### config.mk
export PLATFORM = sky130hd
export DESIGN_NAME = divider_8bit_seq_flat
export DESIGN_NICKNAME = d
export VERILOG_FILES = /design/src/rtl/divider_8bit_seq_if.sv /design/src/rtl/divider_8bit_seq.sv /design/src/flat_wrapper.sv
export SDC_FILE = /design/constraint.sdc
export NUM_CORES = 1
export LEC_CHECK = 0
export CAP_MARGIN = 20
export CORE_MARGIN = 2
export CORE_UTILIZATION = 55
export DETAILED_ROUTE_END_ITERATION = 12
export GPL_ROUTABILITY_DRIVEN = 1
export PLACE_DENSITY = 0.91
export SLEW_MARGIN = 20
export SYNTH_ARGS = -nofsm -noshare
export SYNTH_HDL_FRONTEND = slang
export SYNTH_SLANG_ARGS = --single-unit
### constraint.sdc
create_clock -name clk -period 5.2 [get_ports clk]
set_input_delay 0.52 -clock clk [delete_from_list [all_inputs] [get_ports clk]]
set_output_delay 0.52 -clock clk [all_outputs]
set_load 0.01 [all_outputs]
### src/rtl/divider_8bit_seq_if.sv
`default_nettype none
// ============================================================================
// Module   : divider_8bit_seq_if
// Brief    : Start/busy/done handshake and operand/result bus for the divider.
// Revision : 1.0 - initial release
// ============================================================================
interface divider_8bit_seq_if #(
    parameter int WIDTH = 8
);
    logic             start;
    logic [WIDTH-1:0] dividend;
    logic [WIDTH-1:0] divisor;
    logic [WIDTH-1:0] quotient;
    logic [WIDTH-1:0] remainder;
    logic             busy;
    logic             done;
    logic             div_by_zero;

    modport master (
        output start, dividend, divisor,
        input  quotient, remainder, busy, done, div_by_zero
    );

    modport slave (
        input  start, dividend, divisor,
        output quotient, remainder, busy, done, div_by_zero
    );
endinterface
`default_nettype wire

### src/rtl/divider_8bit_seq.sv
`default_nettype none
// ============================================================================
// Module   : divider_8bit_seq
// Brief    : Sequential restoring unsigned divider, one quotient bit per clock.
// Revision : 1.0 - initial release
// ============================================================================
module divider_8bit_seq #(
    parameter int WIDTH = 8
) (
    input  wire logic        clk,
    input  wire logic        rst,
    divider_8bit_seq_if.slave bus
);

    localparam int              CNT_W  = (WIDTH > 2) ? $clog2(WIDTH) : 1;
    localparam logic [CNT_W-1:0] c_last = CNT_W'(WIDTH - 1);

    localparam logic [0:0] S_IDLE = 1'b0;
    localparam logic [0:0] S_CALC = 1'b1;

    logic [0:0]       r_state;
    logic [0:0]       w_state_nxt;

    logic [WIDTH-1:0] r_divisor;
    logic [WIDTH-1:0] r_rem;
    logic [WIDTH-1:0] r_quo;
    logic [CNT_W-1:0] r_count;
    logic [WIDTH-1:0] r_quotient;
    logic [WIDTH-1:0] r_remainder;
    logic             r_done;
    logic             r_div_by_zero;

    logic             w_divisor_zero;
    logic             w_accept;
    logic             w_zero_accept;
    logic             w_iterate;
    logic             w_finish;
    logic             w_busy;

    logic [WIDTH:0]   w_shift_rem;
    logic [WIDTH+1:0] w_trial;
    logic             w_borrow;
    logic [WIDTH-1:0] w_rem_nxt;
    logic [WIDTH-1:0] w_quo_nxt;

    assign w_divisor_zero = (bus.divisor == '0);

    // State register
    always_ff @(posedge clk) begin
        if (rst) begin
            r_state <= S_IDLE;
        end else begin
            r_state <= w_state_nxt;
        end
    end

    // Next-state logic
    always_comb begin
        w_state_nxt = r_state;
        case (r_state)
            S_IDLE: begin
                if (bus.start && !w_divisor_zero) begin
                    w_state_nxt = S_CALC;
                end
            end
            S_CALC: begin
                if (r_count == c_last) begin
                    w_state_nxt = S_IDLE;
                end
            end
            default: w_state_nxt = S_IDLE;
        endcase
    end

    // Output / control decode
    always_comb begin
        w_accept      = 1'b0;
        w_zero_accept = 1'b0;
        w_iterate     = 1'b0;
        w_finish      = 1'b0;
        w_busy        = 1'b0;
        case (r_state)
            S_IDLE: begin
                w_accept      = bus.start && !w_divisor_zero;
                w_zero_accept = bus.start &&  w_divisor_zero;
            end
            S_CALC: begin
                w_busy    = 1'b1;
                w_iterate = 1'b1;
                w_finish  = (r_count == c_last);
            end
            default: begin
                w_busy = 1'b0;
            end
        endcase
    end

    // The shifted remainder can reach WIDTH+1 bits when the divisor has its
    // MSB set, so the subtract carries one extra bit to keep the borrow exact.
    assign w_shift_rem = {r_rem, r_quo[WIDTH-1]};
    assign w_trial     = {1'b0, w_shift_rem} + ~{2'b00, r_divisor} + {{(WIDTH+1){1'b0}}, 1'b1};
    assign w_borrow    = w_trial[WIDTH+1];
    assign w_rem_nxt   = w_borrow ? w_shift_rem[WIDTH-1:0] : w_trial[WIDTH-1:0];
    assign w_quo_nxt   = {r_quo[WIDTH-2:0], ~w_borrow};

    // Datapath and result registers
    always_ff @(posedge clk) begin
        if (rst) begin
            r_divisor     <= '0;
            r_rem         <= '0;
            r_quo         <= '0;
            r_count       <= '0;
            r_quotient    <= '0;
            r_remainder   <= '0;
            r_done        <= 1'b0;
            r_div_by_zero <= 1'b0;
        end else begin
            r_done <= 1'b0;
            if (w_accept) begin
                r_divisor     <= bus.divisor;
                r_rem         <= '0;
                r_quo         <= bus.dividend;
                r_count       <= '0;
                r_div_by_zero <= 1'b0;
            end else if (w_zero_accept) begin
                r_quotient    <= '1;
                r_remainder   <= bus.dividend;
                r_div_by_zero <= 1'b1;
                r_done        <= 1'b1;
            end else if (w_iterate) begin
                r_rem   <= w_rem_nxt;
                r_quo   <= w_quo_nxt;
                r_count <= r_count + CNT_W'(1);
                if (w_finish) begin
                    r_quotient  <= w_quo_nxt;
                    r_remainder <= w_rem_nxt;
                    r_done      <= 1'b1;
                end
            end
        end
    end

    assign bus.quotient    = r_quotient;
    assign bus.remainder   = r_remainder;
    assign bus.busy        = w_busy;
    assign bus.done        = r_done;
    assign bus.div_by_zero = r_div_by_zero;

endmodule
`default_nettype wire

### src/flat_wrapper.sv
// flat-port wrapper written by rule: the top's interface ports become plain ports
module divider_8bit_seq_flat 
#(
    parameter int WIDTH = 8
)
  (clk, rst, bus_start, bus_dividend, bus_divisor, bus_quotient, bus_remainder, bus_busy, bus_done, bus_div_by_zero);
  divider_8bit_seq_if #(.WIDTH(WIDTH)) bus_i ();
  input  wire logic clk;
  input  wire logic rst;
  input wire logic [$bits(bus_i.start)-1:0] bus_start;
  input wire logic [$bits(bus_i.dividend)-1:0] bus_dividend;
  input wire logic [$bits(bus_i.divisor)-1:0] bus_divisor;
  output wire logic [$bits(bus_i.quotient)-1:0] bus_quotient;
  output wire logic [$bits(bus_i.remainder)-1:0] bus_remainder;
  output wire logic [$bits(bus_i.busy)-1:0] bus_busy;
  output wire logic [$bits(bus_i.done)-1:0] bus_done;
  output wire logic [$bits(bus_i.div_by_zero)-1:0] bus_div_by_zero;
  assign bus_i.start = bus_start;
  assign bus_i.dividend = bus_dividend;
  assign bus_i.divisor = bus_divisor;
  assign bus_quotient = bus_i.quotient;
  assign bus_remainder = bus_i.remainder;
  assign bus_busy = bus_i.busy;
  assign bus_done = bus_i.done;
  assign bus_div_by_zero = bus_i.div_by_zero;
  divider_8bit_seq #(.WIDTH(WIDTH)) u_core (.clk(clk), .rst(rst), .bus(bus_i));
endmodule
After elaboration in Yosys (flattened, before gate mapping) --
Index checks and enable logic that the tools add are counted.
Word-level totals: register bits 46, bits in latches 0, bits in writable memories 0, bits in read-only memories 0, bits of input ports 19, output and inout port bits 19, word-level logic and storage cells 50, memories kept 0
Cells by class: add/sub/neg operators 3, multiply operators 0, divide/modulo/power cells 0, $lt $le $gt $ge 0, equality and inequality tests 2, shifts and indexed selects 0, muxes and demuxes 20, bitwise logic cells 5, reduce and logical (&&, ||, !) cells 11
Operators with widths (number):
- 2-to-1 mux 8 bit | 10
- adder 10 x 1 -> 10 bit (second input constant) | 1
- adder 9 x 10 -> 10 bit | 1
- NOT 8 -> 10 bit | 1
- 2-to-1 mux 1 bit | 9
- logical NOT 8 bit | 1
- nonzero test 2 bit | 3
- NOT 1 bit | 4
- AND reduction 2 bit | 2
- adder 3 x 1 -> 3 bit (second input constant) | 1
- equality test 3 bit (second input constant) | 1
- AND reduction 3 bit | 1
- logical AND 1 bit | 2
- != test 2 x 1 -> 1 bit (second input constant) | 1
- one-hot mux 1 bit (2 select lines) | 1
- OR reduction 2 bit | 1
- logical NOT 1 bit | 1

Depth between registers and ports, before layout --
Gate-level depths: netlist of the first run.
word-level depth 7, depth in mapped cells 9, mapped depth without buffers 9

Least setup slack after synthesis of the first run --
Ideal clock, no wire load.
path type reg2reg, from register u_core.r_quo[7], to register u_core.r_remainder[6] (netlist: u_core.bus.remainder[6]), library setup time 0.064 ns, data arrival time 1.935 ns, data required time 5.136 ns, slack 3.201 ns, stages on the path, launching flop included 10, buffers on the path 0, clock period less this slack 1.999 ns, cells stage by stage dfxtp_1 inv_1 ha_1 inv_1 fa_1 a211oi_1 o21bai_1 a21o_1 a2111o_1 nor2_1
Between the ends: cells in the longest elaborated chain, start to end 6
RTL lines:
- start, declared | line divider_8bit_seq.sv:26 | logic [WIDTH-1:0] r_quo;
- start signal, assigned | line divider_8bit_seq.sv:122 | r_quo <= bus.dividend;
- start signal, assigned | line divider_8bit_seq.sv:132 | r_quo <= w_quo_nxt;
- adder 9 x 10 -> 10 bit | line divider_8bit_seq.sv:101 | assign w_trial = {1'b0, w_shift_rem} + ~{2'b00, r_divisor} + {{(WIDTH+1){1'b0}}, 1'b1};
- adder 10 x 1 -> 10 bit | line divider_8bit_seq.sv:101
- 2-to-1 mux 8 bit | line divider_8bit_seq.sv:103 | assign w_rem_nxt = w_borrow ? w_shift_rem[WIDTH-1:0] : w_trial[WIDTH-1:0];
- 2-to-1 mux 8 bit | line divider_8bit_seq.sv:134 | if (w_finish) begin
- 2-to-1 mux 8 bit | line divider_8bit_seq.sv:130 | end else if (w_iterate) begin
- 2-to-1 mux 8 bit | line divider_8bit_seq.sv:125 | end else if (w_zero_accept) begin
- end signal, assigned | line divider_8bit_seq.sv:127 | r_remainder <= bus.dividend;
- end signal, assigned | line divider_8bit_seq.sv:136 | r_remainder <= w_rem_nxt;
- end, declared | line divider_8bit_seq.sv:29 | logic [WIDTH-1:0] r_remainder;
No other way between the ends. The select of a mux whose other input is x is not followed. A chain may end at the register's enable or synchronous reset.

Final worst setup path of the first run --
from input bus_divisor[3], to register u_core.r_remainder[5] (netlist: u_core.bus.remainder[5])
Between the ends: cells in the longest elaborated chain, start to end 6, elaborated cells on any way between the ends 11, those cells by class mux (3); bitwise (1); reduce/logical (7)
RTL lines:
- start, declared | line flat_wrapper.sv:12 | input wire logic [$bits(bus_i.divisor)-1:0] bus_divisor;
- logical NOT 8 bit (*) | line divider_8bit_seq.sv:46 | assign w_divisor_zero = (bus.divisor == '0);
- logical NOT 1 bit | line divider_8bit_seq.sv:84 | w_accept = bus.start && !w_divisor_zero;
- logical AND 1 bit | line divider_8bit_seq.sv:84
- 2-to-1 mux 1 bit | line divider_8bit_seq.sv:82 | case (r_state)
- NOT 1 bit (no line)
- AND reduction 3 bit (no line)
Mark *: on every way between the ends. The rest lies on a longest branch, timed or not.

==> results.sh, run 1 <==
export IMPL_run_status="completed"
export IMPL_worstPathCellList="clkdlybuf4s50_1 > nor4_2 > nand3_1 > nand2_1 > o221ai_1 > a211oi_2"
export IMPL_avgSynthCellArea_um2=8.51
export IMPL_r2r_start="u_core.r_quo[7]"
export IMPL_dp_hpwl_mm=4.18
export IMPL_final_cell_mix="dfxtp_1 (46), clkdlybuf4s50_1 (37), nand2_1 (33)"
export IMPL_cp_data_required_time_ns=5.43
export IMPL_worstSetupPathType="primary input to flop"
export IMPL_core_mm2=0.00400
export IMPL_synthesis_instances=270
export IMPL_p_int_uw=568
export IMPL_postRouteAntennaNets=0
export IMPL_die_area_mm2=0.00471
export IMPL_port_buffer_count=37
export IMPL_setup_tns_final_ns=0
export IMPL_min_delay_path_class="flop to flop"
export IMPL_n_fill_cell=313
export IMPL_rsz0062_at_grt="no"
export IMPL_gp_congestion=0.888
export IMPL_cts_root_buf="clkbuf_8"
export IMPL_start_util_pct=57.4
export IMPL_powerDensity_mw_per_mm2=300
export IMPL_cts_buffers=5
export IMPL_r2r_end="u_core.bus.remainder[6]"
export IMPL_wl_mm=5.93
export IMPL_whs_path_depth=2
export IMPL_cts_max_level=2
export IMPL_slew_viol_final=0
export IMPL_area_growth_pct=21.2
export IMPL_peakVddDrop_mv=0.256
export IMPL_die_h_um=68.6
export IMPL_synth_seq_cells=46
export IMPL_power_switching_uw=269
export IMPL_min_to="u_core.r_quo[7]"
export IMPL_cts_buffer_depth=2
export IMPL_synth_edf_count=0
export IMPL_detail_route_vias_per_cell=6.33
export IMPL_synth_nets=300
export IMPL_syn_area_mm2=0.00230
export IMPL_clk_pin_slew_worst_paths_ns=0.09
export IMPL_cts_resized=0
export IMPL_finalCritPeriodShare_pct=51.7
export IMPL_drive_gt1_share_pct=6.91
export IMPL_holdCritStartpoint="u_core.r_quo[7]"
export IMPL_async_reset_ff_share_pct=0
export IMPL_top_level_ports=38
export IMPL_hold_buffers=0
export IMPL_setup_violations=0
export IMPL_drtIter0Drc=178
export IMPL_critical_path_slowest_cell="nand3_1"
export IMPL_firstDrtPassIters=6
export IMPL_slowest_delay_ns=0.64
export IMPL_cp_max_fo=19
export IMPL_cp_start_kind="primary input"
export IMPL_max_slew_margin_rel_pct=47.4
export IMPL_worst_ep_arrival_time_ns=2.92
export IMPL_maxCapViolCount=0
export IMPL_finalNonFillerCells=354
export IMPL_dp_cells=346
export IMPL_max_freq_mhz=372
export IMPL_die_w_um=68.6
export IMPL_synth_cell_type_count=54
export IMPL_p_clk_share_pct=28.0
export IMPL_clk_insertion_delay_late_ns=0.30
export IMPL_worst_setup_path_end_kind="flop"
export IMPL_vias=2240
export IMPL_total_leakage_power_nw=1.03
export IMPL_post_route_drc_count=0
export IMPL_cts_sinks=46
export IMPL_yosysSeqAreaShare_pct=40.1
export IMPL_postCtsSetupBuffers=0
export IMPL_detail_route_wl_per_cell_um=16.8
export IMPL_seqPwrFrac_pct=45.3
export IMPL_grt_first_pass_wirelength_mm=9.51
export IMPL_fin_nets=333
export IMPL_p_sw_share_pct=32.1
export IMPL_hold_viol_final=0
export IMPL_worst_slew_pin_slew_ns=0.788
export IMPL_p_comb_share_pct=26.7
export IMPL_cts_tree="done"
export IMPL_r2r_slack_ns=2.81
export IMPL_diodes=0
export IMPL_globalRouteOverflowTotal=0
export IMPL_grt_use_total_pct=27.1
export IMPL_grt_max_degree=37
export IMPL_mostFrequentLayoutCell="dfxtp_1"
export IMPL_antenna_found_initial=0
export IMPL_finClkSkew_ns=0.00365
export IMPL_finalCriticalPeriod_ns=2.69
export IMPL_yosys_warnings=0
export IMPL_reg2reg_depth=9
export IMPL_num_rows=23
export IMPL_first_global_vias=2070
export IMPL_synth_ff_type="dfxtp_1"
==> cell families (layout without fill, tap and decap cells) <==
kind of cell | Yosys count | after routing | share of synthesized area (%)
AOI/OAI and AO/OA | 91 | 91 | 27.0
and+or+nand+nor | 88 | 88 | 18.4
DFF | 46 | 46 | 40.1
buffers and inverters | 26 | 60 | 4.74
adders and majority gates | 11 | 11 | 6.32
muxes | 6 | 6 | 2.67
xor gates and xnor gates | 2 | 2 | 0.763
==> final cells by class <==
| cell class | count | area (um2) | share of cell area [%] |
|---|---|---|---|
| clock buffer | 7 | 86.3 | 3.10 |
| clock inverter | 1 | 8.76 | 0.315 |
| inverter | 12 | 45.0 | 1.62 |
| multi-input combinational | 198 | 1270 | 45.5 |
| sequential | 46 | 921 | 33.1 |
| tap | 50 | 62.6 | 2.25 |
| timing repair buffer | 40 | 393 | 14.1 |
==> worst max-delay path: cells and delay by family <==
kind / cells / cell delay [ns]
AOI/OAI and AO/OA: 2 / 0.35
buffers and inverters: 1 / 0.44
and+or+nand+nor: 3 / 1.59
==> cell usage after synthesis, drive strengths merged, types with 4 or more instances <==
cell type	instances	share of area [%]
nand2	34	5.7
o221ai	8	3.1
inv	11	1.8
a22oi	9	2.9
mux2i	5	2.2
a31oi	10	2.7
clkbuf	9	1.5
nor2	27	4.4
a21oi	33	7.4
ha	10	5.4
nand3	4	0.87
nand2b	4	1.1
buf	5	1.3
dfxtp	46	40
o21ai	10	2.2
==> state kept, by name, summed over array words and instances (netlist names) <==
signal,count
u_core.r_count,3
u_core.bus.quotient,8
u_core.r_divisor,8
u_core.r_state,1
u_core.r_rem,8
u_core.bus.remainder,8
u_core.bus.done,1
u_core.bus.div_by_zero,1
u_core.r_quo,8
==> worst max-delay path by stage <==
stage                                          to  cells after the start            start  slack, ns
after floorplan           u_core.bus.remainder[6]                      9  u_core.r_quo[7]       3.20
after global placement    u_core.bus.remainder[5]                      6   bus_divisor[3]       2.44
after detailed placement  u_core.bus.remainder[5]                      6   bus_divisor[3]       2.29
after CTS                 u_core.bus.remainder[5]                      6   bus_divisor[3]       2.58
after global routing      u_core.bus.remainder[5]                      6   bus_divisor[0]       2.39
final                     u_core.bus.remainder[5]                      6   bus_divisor[3]       2.51
==> stage by stage <==
step                utilization, %  instance area (um2)  hold slack (ns)  setup slack (ns)  power [mW]
finish                        69.6                 2780            0.474              2.51       0.836
global route                  69.6                 2780            0.501              2.39       0.871
CTS                           69.6                 2780            0.475              2.58       0.832
detailed placement            67.2                 2690            0.462              2.29       0.602
global placement              67.2                 2690            0.460              2.44       0.594
floorplan                        -                 2300            0.436              3.20       0.541
==> power groups by stage <==
stage               logic [mW]  registers [mW]  clock network (mW)
detailed placement       0.215           0.387                   0
global placement         0.208           0.386                   0
global route             0.240           0.380               0.251
CTS                      0.219           0.378               0.234
floorplan                0.157           0.384                   0
finish                   0.223           0.379               0.234
==> metal layers <==
| layer | up-vias | GRT usage (%) | wire, um |
|---|---|---|---|
| met5 | - | 0 | 0 |
| met4 | 0 | 11.0 | 124 |
| met3 | 22 | 4.71 | 392 |
| met2 | 130 | 45.6 | 2940 |
| met1 | 1042 | 34.4 | 2470 |
| li1 | 1046 | - | - |
Note: power is estimated with default switching activity, not from simulation.
==> inputs of run 2 (changes only) <==
--- a/config.mk
+++ b/config.mk
@@ -7,10 +7,10 @@
 export LEC_CHECK = 0
 export CAP_MARGIN = 20
 export CORE_MARGIN = 2
-export CORE_UTILIZATION = 55
+export CORE_UTILIZATION = 48
 export DETAILED_ROUTE_END_ITERATION = 12
 export GPL_ROUTABILITY_DRIVEN = 1
-export PLACE_DENSITY = 0.91
+export PLACE_DENSITY = 0.85
 export SLEW_MARGIN = 20
 export SYNTH_ARGS = -nofsm -noshare
 export SYNTH_HDL_FRONTEND = slang
==> constraint.sdc (replaced) <==
create_clock -name clk -period 2.3 [get_ports clk]
set_input_delay 0.23 -clock clk [delete_from_list [all_inputs] [get_ports clk]]
set_output_delay 0.23 -clock clk [all_outputs]
set_load 0.01 [all_outputs]
==> results.sh, run 2 (same netlist as run 1, synthesis figures left out) <==
export IMPL_run_status="completed"
export IMPL_num_rows=25
export IMPL_cts_buffer_depth=2
export IMPL_final_cell_mix="dfxtp_1 (46), clkdlybuf4s50_1 (37), nand2_1 (33)"
export IMPL_slew_viol_final=0
export IMPL_max_freq_mhz=458
export IMPL_cp_start_kind="flop"
export IMPL_start_util_pct=49.3
export IMPL_core_mm2=0.00466
export IMPL_p_sw_share_pct=30.7
export IMPL_diodes=0
export IMPL_cts_tree="done"
export IMPL_critical_path_slowest_cell="fa_1"
export IMPL_clk_pin_slew_worst_paths_ns=0.09
export IMPL_clk_insertion_delay_late_ns=0.31
export IMPL_worstPathCellList="inv_1 > ha_1 > inv_1 > fa_1 > a211oi_2 > o21bai_1 > a21o_1 > a2111o_1 > nor2_1"
export IMPL_die_h_um=73.2
export IMPL_cts_max_level=2
export IMPL_fin_nets=343
export IMPL_globalRouteOverflowTotal=0
export IMPL_cts_sinks=46
export IMPL_hold_viol_final=0
export IMPL_worst_ep_arrival_time_ns=2.44
export IMPL_power_switching_uw=611
export IMPL_slowest_delay_ns=0.44
export IMPL_dp_hpwl_mm=4.31
export IMPL_die_area_mm2=0.00536
export IMPL_mostFrequentLayoutCell="dfxtp_1"
export IMPL_n_fill_cell=416
export IMPL_antenna_found_initial=0
export IMPL_finalCriticalPeriod_ns=2.18
export IMPL_total_leakage_power_nw=1.09
export IMPL_area_growth_pct=25.5
export IMPL_postCtsSetupBuffers=0
export IMPL_grt_max_degree=26
export IMPL_power_mw=1.99
export IMPL_first_global_vias=2076
export IMPL_dp_cells=360
export IMPL_p_int_mw=1.38
export IMPL_maxCapViolCount=0
export IMPL_vias=2188
export IMPL_multi_input_area_mm2=0.00127
export IMPL_cts_buffers=5
export IMPL_cp_max_fo=3
export IMPL_worstSetupPathType="flop to flop"
export IMPL_finalNonFillerCells=368
export IMPL_detail_route_wl_per_cell_um=16.3
export IMPL_seq_area_um2=921
export IMPL_cts_resized=0
export IMPL_cp_data_required_time_ns=2.55
export IMPL_detail_route_vias_per_cell=5.95
export IMPL_wl_mm=5.99
export IMPL_drtIter0Drc=244
export IMPL_firstDrtPassIters=4
export IMPL_top_level_ports=38
export IMPL_grt_use_total_pct=24.1
export IMPL_setup_violations=0
export IMPL_crit_family="compound AO/OA/AOI/OAI gates"
export IMPL_hold_buffers=0
export IMPL_post_route_drc_count=0
export IMPL_min_delay_path_class="flop to flop"
export IMPL_die_w_um=73.2
export IMPL_worst_setup_path_end_kind="flop"
export IMPL_seqPwrFrac_pct=43.0
export IMPL_finClkSkew_ns=0.00534
export IMPL_powerDensity_mw_per_mm2=690
export IMPL_port_buffer_count=37
export IMPL_p_comb_share_pct=26.3
export IMPL_cp_common_cell="inv_1"
export IMPL_worst_slew_pin_slew_ns=0.413
export IMPL_cts_root_buf="clkbuf_8"
export IMPL_max_slew_margin_rel_pct=72.2
export IMPL_postRouteAntennaNets=0
export IMPL_gp_congestion=0.962
export IMPL_crit_buf_inv=2
export IMPL_p_clk_share_pct=30.7
export IMPL_grt_first_pass_wirelength_mm=9.83
export IMPL_finalCritPeriodShare_pct=95.0
export IMPL_whs_ns=0.478
export IMPL_drive_gt1_share_pct=10.2
export IMPL_peakVddDrop_mv=0.394
[run 2: cell count changes in the layout (fill, tap and decap cells not counted), sizes merged]
cell,before,now
inv,12,11
clkbuf,7,6
buf,3,13
clkinvlp,0,1
bufinv,0,1
[run 2: final cells by class]
cell class,count,area share (%)
multi-input combinational,198,44.1
sequential,46,31.9
timing repair buffer,50,16.2
clock buffer,6,2.52
tap,54,2.34
inverter,12,1.56
clock inverter,2,1.30
[run 2: path summary, 6_finish.rpt]
kind	from	to	slack (ns)	cells past startpoint
max	u_core.r_quo[7]	u_core.bus.remainder[6]	0.12	9
min	u_core.r_quo[7]	u_core.r_quo[7]	0.48	2
max reg2reg	u_core.r_quo[7]	u_core.bus.remainder[6]	0.12	9
min reg2reg	u_core.r_quo[7]	u_core.r_quo[7]	0.48	2
[run 2: routing by layer]
| metal | part of all wire [%] | global-route usage [%] | routed length (um) | vias to the layer above |
|---|---|---|---|---|
| met2 | 47 | 38.5 | 2810 | 67 |
| met5 | 0 | 0 | 0 | - |
| met3 | 5.9 | 5.39 | 351 | 10 |
| li1 | - | - | - | 1069 |
| met4 | 1.9 | 7.61 | 111 | 0 |
| met1 | 45 | 32.1 | 2710 | 1042 |
[run 2: power by group through the flow]
stage / combinational, mW / clock (mW) / sequential [mW]
after floorplan: 0.356 / 0 / 0.868
after global placement: 0.493 / 0 / 0.872
after detailed placement: 0.505 / 0 / 0.873
after CTS: 0.510 / 0.613 / 0.854
after global routing: 0.572 / 0.642 / 0.859
final: 0.524 / 0.610 / 0.855
[run 2: worst reg2reg max path, cell delays in order, from the launching register on]
cell and delay [ns]:
dfxtp_1 0.32, inv_1 0.07, ha_1 0.16, inv_1 0.05, fa_1 0.44, a211oi_2 0.31, o21bai_1 0.12, a21o_1 0.21
a2111o_1 0.36, nor2_1 0.09
[run 2: metrics by stage]
stage / area, um2 / util, % / TNS [ns] / setup WS (ns)
detailed placement: 2770 / 59.4 / 0 / 0.122
global route: 2880 / 61.9 / -0.0500 / -0.0500
finish: 2880 / 61.9 / 0 / 0.115
CTS: 2880 / 61.8 / 0 / 0.0756
floorplan: 2300 / - / 0 / 0.301
global placement: 2770 / 59.4 / 0 / 0.207
==> inputs of run 3 (changes only) <==
--- a/config.mk
+++ b/config.mk
@@ -7,10 +7,10 @@
 export LEC_CHECK = 0
 export CAP_MARGIN = 20
 export CORE_MARGIN = 2
-export CORE_UTILIZATION = 48
+export CORE_UTILIZATION = 36
 export DETAILED_ROUTE_END_ITERATION = 12
 export GPL_ROUTABILITY_DRIVEN = 1
-export PLACE_DENSITY = 0.85
+export PLACE_DENSITY = 0.69
 export SLEW_MARGIN = 20
 export SYNTH_ARGS = -nofsm -noshare
 export SYNTH_HDL_FRONTEND = slang
==> results.sh, run 3 (same netlist as run 1, synthesis figures left out) <==
export IMPL_run_status="completed"
export IMPL_dp_hpwl_mm=4.44
export IMPL_area_growth_pct=27.3
export IMPL_cp_start_kind="flop"
export IMPL_num_rows=29
export IMPL_core_mm2=0.00628
export IMPL_finalCritPeriodShare_pct=94.1
export IMPL_detail_route_wl_per_cell_um=15.3
export IMPL_postRouteAntennaNets=0
export IMPL_diodes=0
export IMPL_hold_buffers=0
export IMPL_cp_max_fo=3
export IMPL_die_h_um=83.9
export IMPL_rsz0062_at_grt="no"
export IMPL_grt_util_met1_pct=24.2
export IMPL_slew_viol_final=0
export IMPL_first_global_vias=2044
export IMPL_cts_buffer_depth=2
export IMPL_worst_ep_arrival_time_ns=2.40
export IMPL_globalRouteOverflowTotal=0
export IMPL_cts_sinks=46
export IMPL_fin_ws_ns=0.136
export IMPL_fin_nets=344
export IMPL_antenna_found_initial=0
export IMPL_grt_first_pass_wirelength_mm=10.1
export IMPL_post_route_drc_count=0
export IMPL_wl_mm=5.99
export IMPL_worst_slew_pin_slew_ns=0.447
export IMPL_gp_congestion=0.835
export IMPL_total_leakage_power_nw=1.10
export IMPL_vias=2133
export IMPL_finalCriticalPeriod_ns=2.16
export IMPL_powerDensity_mw_per_mm2=681
export IMPL_cts_tree="done"
export IMPL_die_area_mm2=0.00704
export IMPL_grt_use_total_pct=17.6
export IMPL_use_met3_pct=3.56
export IMPL_cp_data_required_time_ns=2.54
export IMPL_start_util_pct=36.6
export IMPL_worst_setup_path_end_kind="flop"
export IMPL_grt_busiest_layer="met2"
export IMPL_final_cell_mix="dfxtp_1 (46), clkdlybuf4s50_1 (37), nand2_1 (33)"
export IMPL_cts_root_buf="clkbuf_8"
export IMPL_detail_route_vias_per_cell=5.44
export IMPL_firstDrtPassIters=4
export IMPL_preCtsSetupSlack_ns=0.122
export IMPL_maxCapViolCount=0
export IMPL_peakVddDrop_mv=0.590
export IMPL_hold_viol_final=0
export IMPL_cts_max_level=2
export IMPL_max_slew_margin_rel_pct=70.1
export IMPL_max_freq_mhz=462
export IMPL_mostFrequentLayoutCell="dfxtp_1"
export IMPL_setup_violations=0
export IMPL_met2_usage_pct=28.2
export IMPL_drtIter0Drc=173
export IMPL_clk_insertion_delay_late_ns=0.30
export IMPL_grt_max_degree=37
export IMPL_cts_buffers=5
export IMPL_setup_tns_final_ns=0
export IMPL_worstSetupPathType="flop to flop"
export IMPL_drive_gt1_share_pct=11.1
export IMPL_port_buffer_count=37
export IMPL_top_level_ports=38
export IMPL_die_w_um=83.9
export IMPL_clk_pin_slew_worst_paths_ns=0.09
export IMPL_n_fill_cell=623
export IMPL_finClkSkew_ns=0.00643
export IMPL_min_delay_path_class="flop to flop"
[run 3: cell types whose count changed in the layout (fill, tap and decap cells not counted)]
cell / change
clkinv_2: +1
buf_4: +1
fa_2: +1
clkbuf_1: -1
clkinvlp_4: -1
fa_1: -1
inv_6: +1
[run 3: final cells by class]
type | count | area (um2) | share of cell area [%]
sequential | 46 | 921 | 31.5
clock buffer | 5 | 68.8 | 2.35
multi-input combinational | 198 | 1270 | 43.6
clock inverter | 3 | 43.8 | 1.50
timing repair buffer | 51 | 475 | 16.3
tap | 77 | 96.3 | 3.29
inverter | 12 | 45.0 | 1.54
[run 3: path summary, 6_finish.rpt]
| check | from | end | slack, ns | cells after the start |
|---|---|---|---|---|
| worst max-delay path | u_core.r_quo[7] | u_core.bus.remainder[6] | 0.14 | 9 |
| worst min-delay path | u_core.r_quo[7] | u_core.r_quo[7] | 0.47 | 2 |
| worst max register to register | u_core.r_quo[7] | u_core.bus.remainder[6] | 0.14 | 9 |
| worst min register to register | u_core.r_quo[7] | u_core.r_quo[7] | 0.47 | 2 |
[run 3: metal layers]
metal	up-vias	routed length, um
met5	-	0
met4	0	43
met3	6	239
met2	44	2900
met1	1017	2810
li1	1066	-
[run 3: what timing repair did]
| item | 4_1_cts | 5_1_grt |
|---|---|---|
| gates resized for setup | 0 | 2 |
| hold endpoints to repair | 0 | 0 |
| buffers inserted | 0 | 1 |
| endpoints found under the setup margin | 0 | 1 |
[run 3: per-stage QoR]
step	instance area [um2]	utilization, %	hold slack [ns]	cells	power, mW
after floorplan	2300	-	0.369	270	1.22
after global placement	2800	44.6	0.447	383	1.37
after detailed placement	2800	44.6	0.457	383	1.38
after CTS	2910	46.4	0.470	391	1.99
after global routing	2930	46.6	0.510	392	2.09
final	2930	46.6	0.471	392	1.99
[run 3: worst max-delay path, stage by stage, from the launching register on]
cell      delay (ns)
dfxtp_1         0.32
inv_1           0.08
ha_1            0.16
inv_1           0.06
fa_2            0.38
a211oi_2        0.30
o21bai_1        0.12
a21o_1          0.22
a2111o_1        0.36
nor2_1          0.11
[run 3: power breakdown]
part           leakage (nW)  internal, mW  switching (mW)
Combinational         0.662         0.226           0.295
Sequential            0.374         0.831          0.0261
Clock                0.0585         0.326           0.287
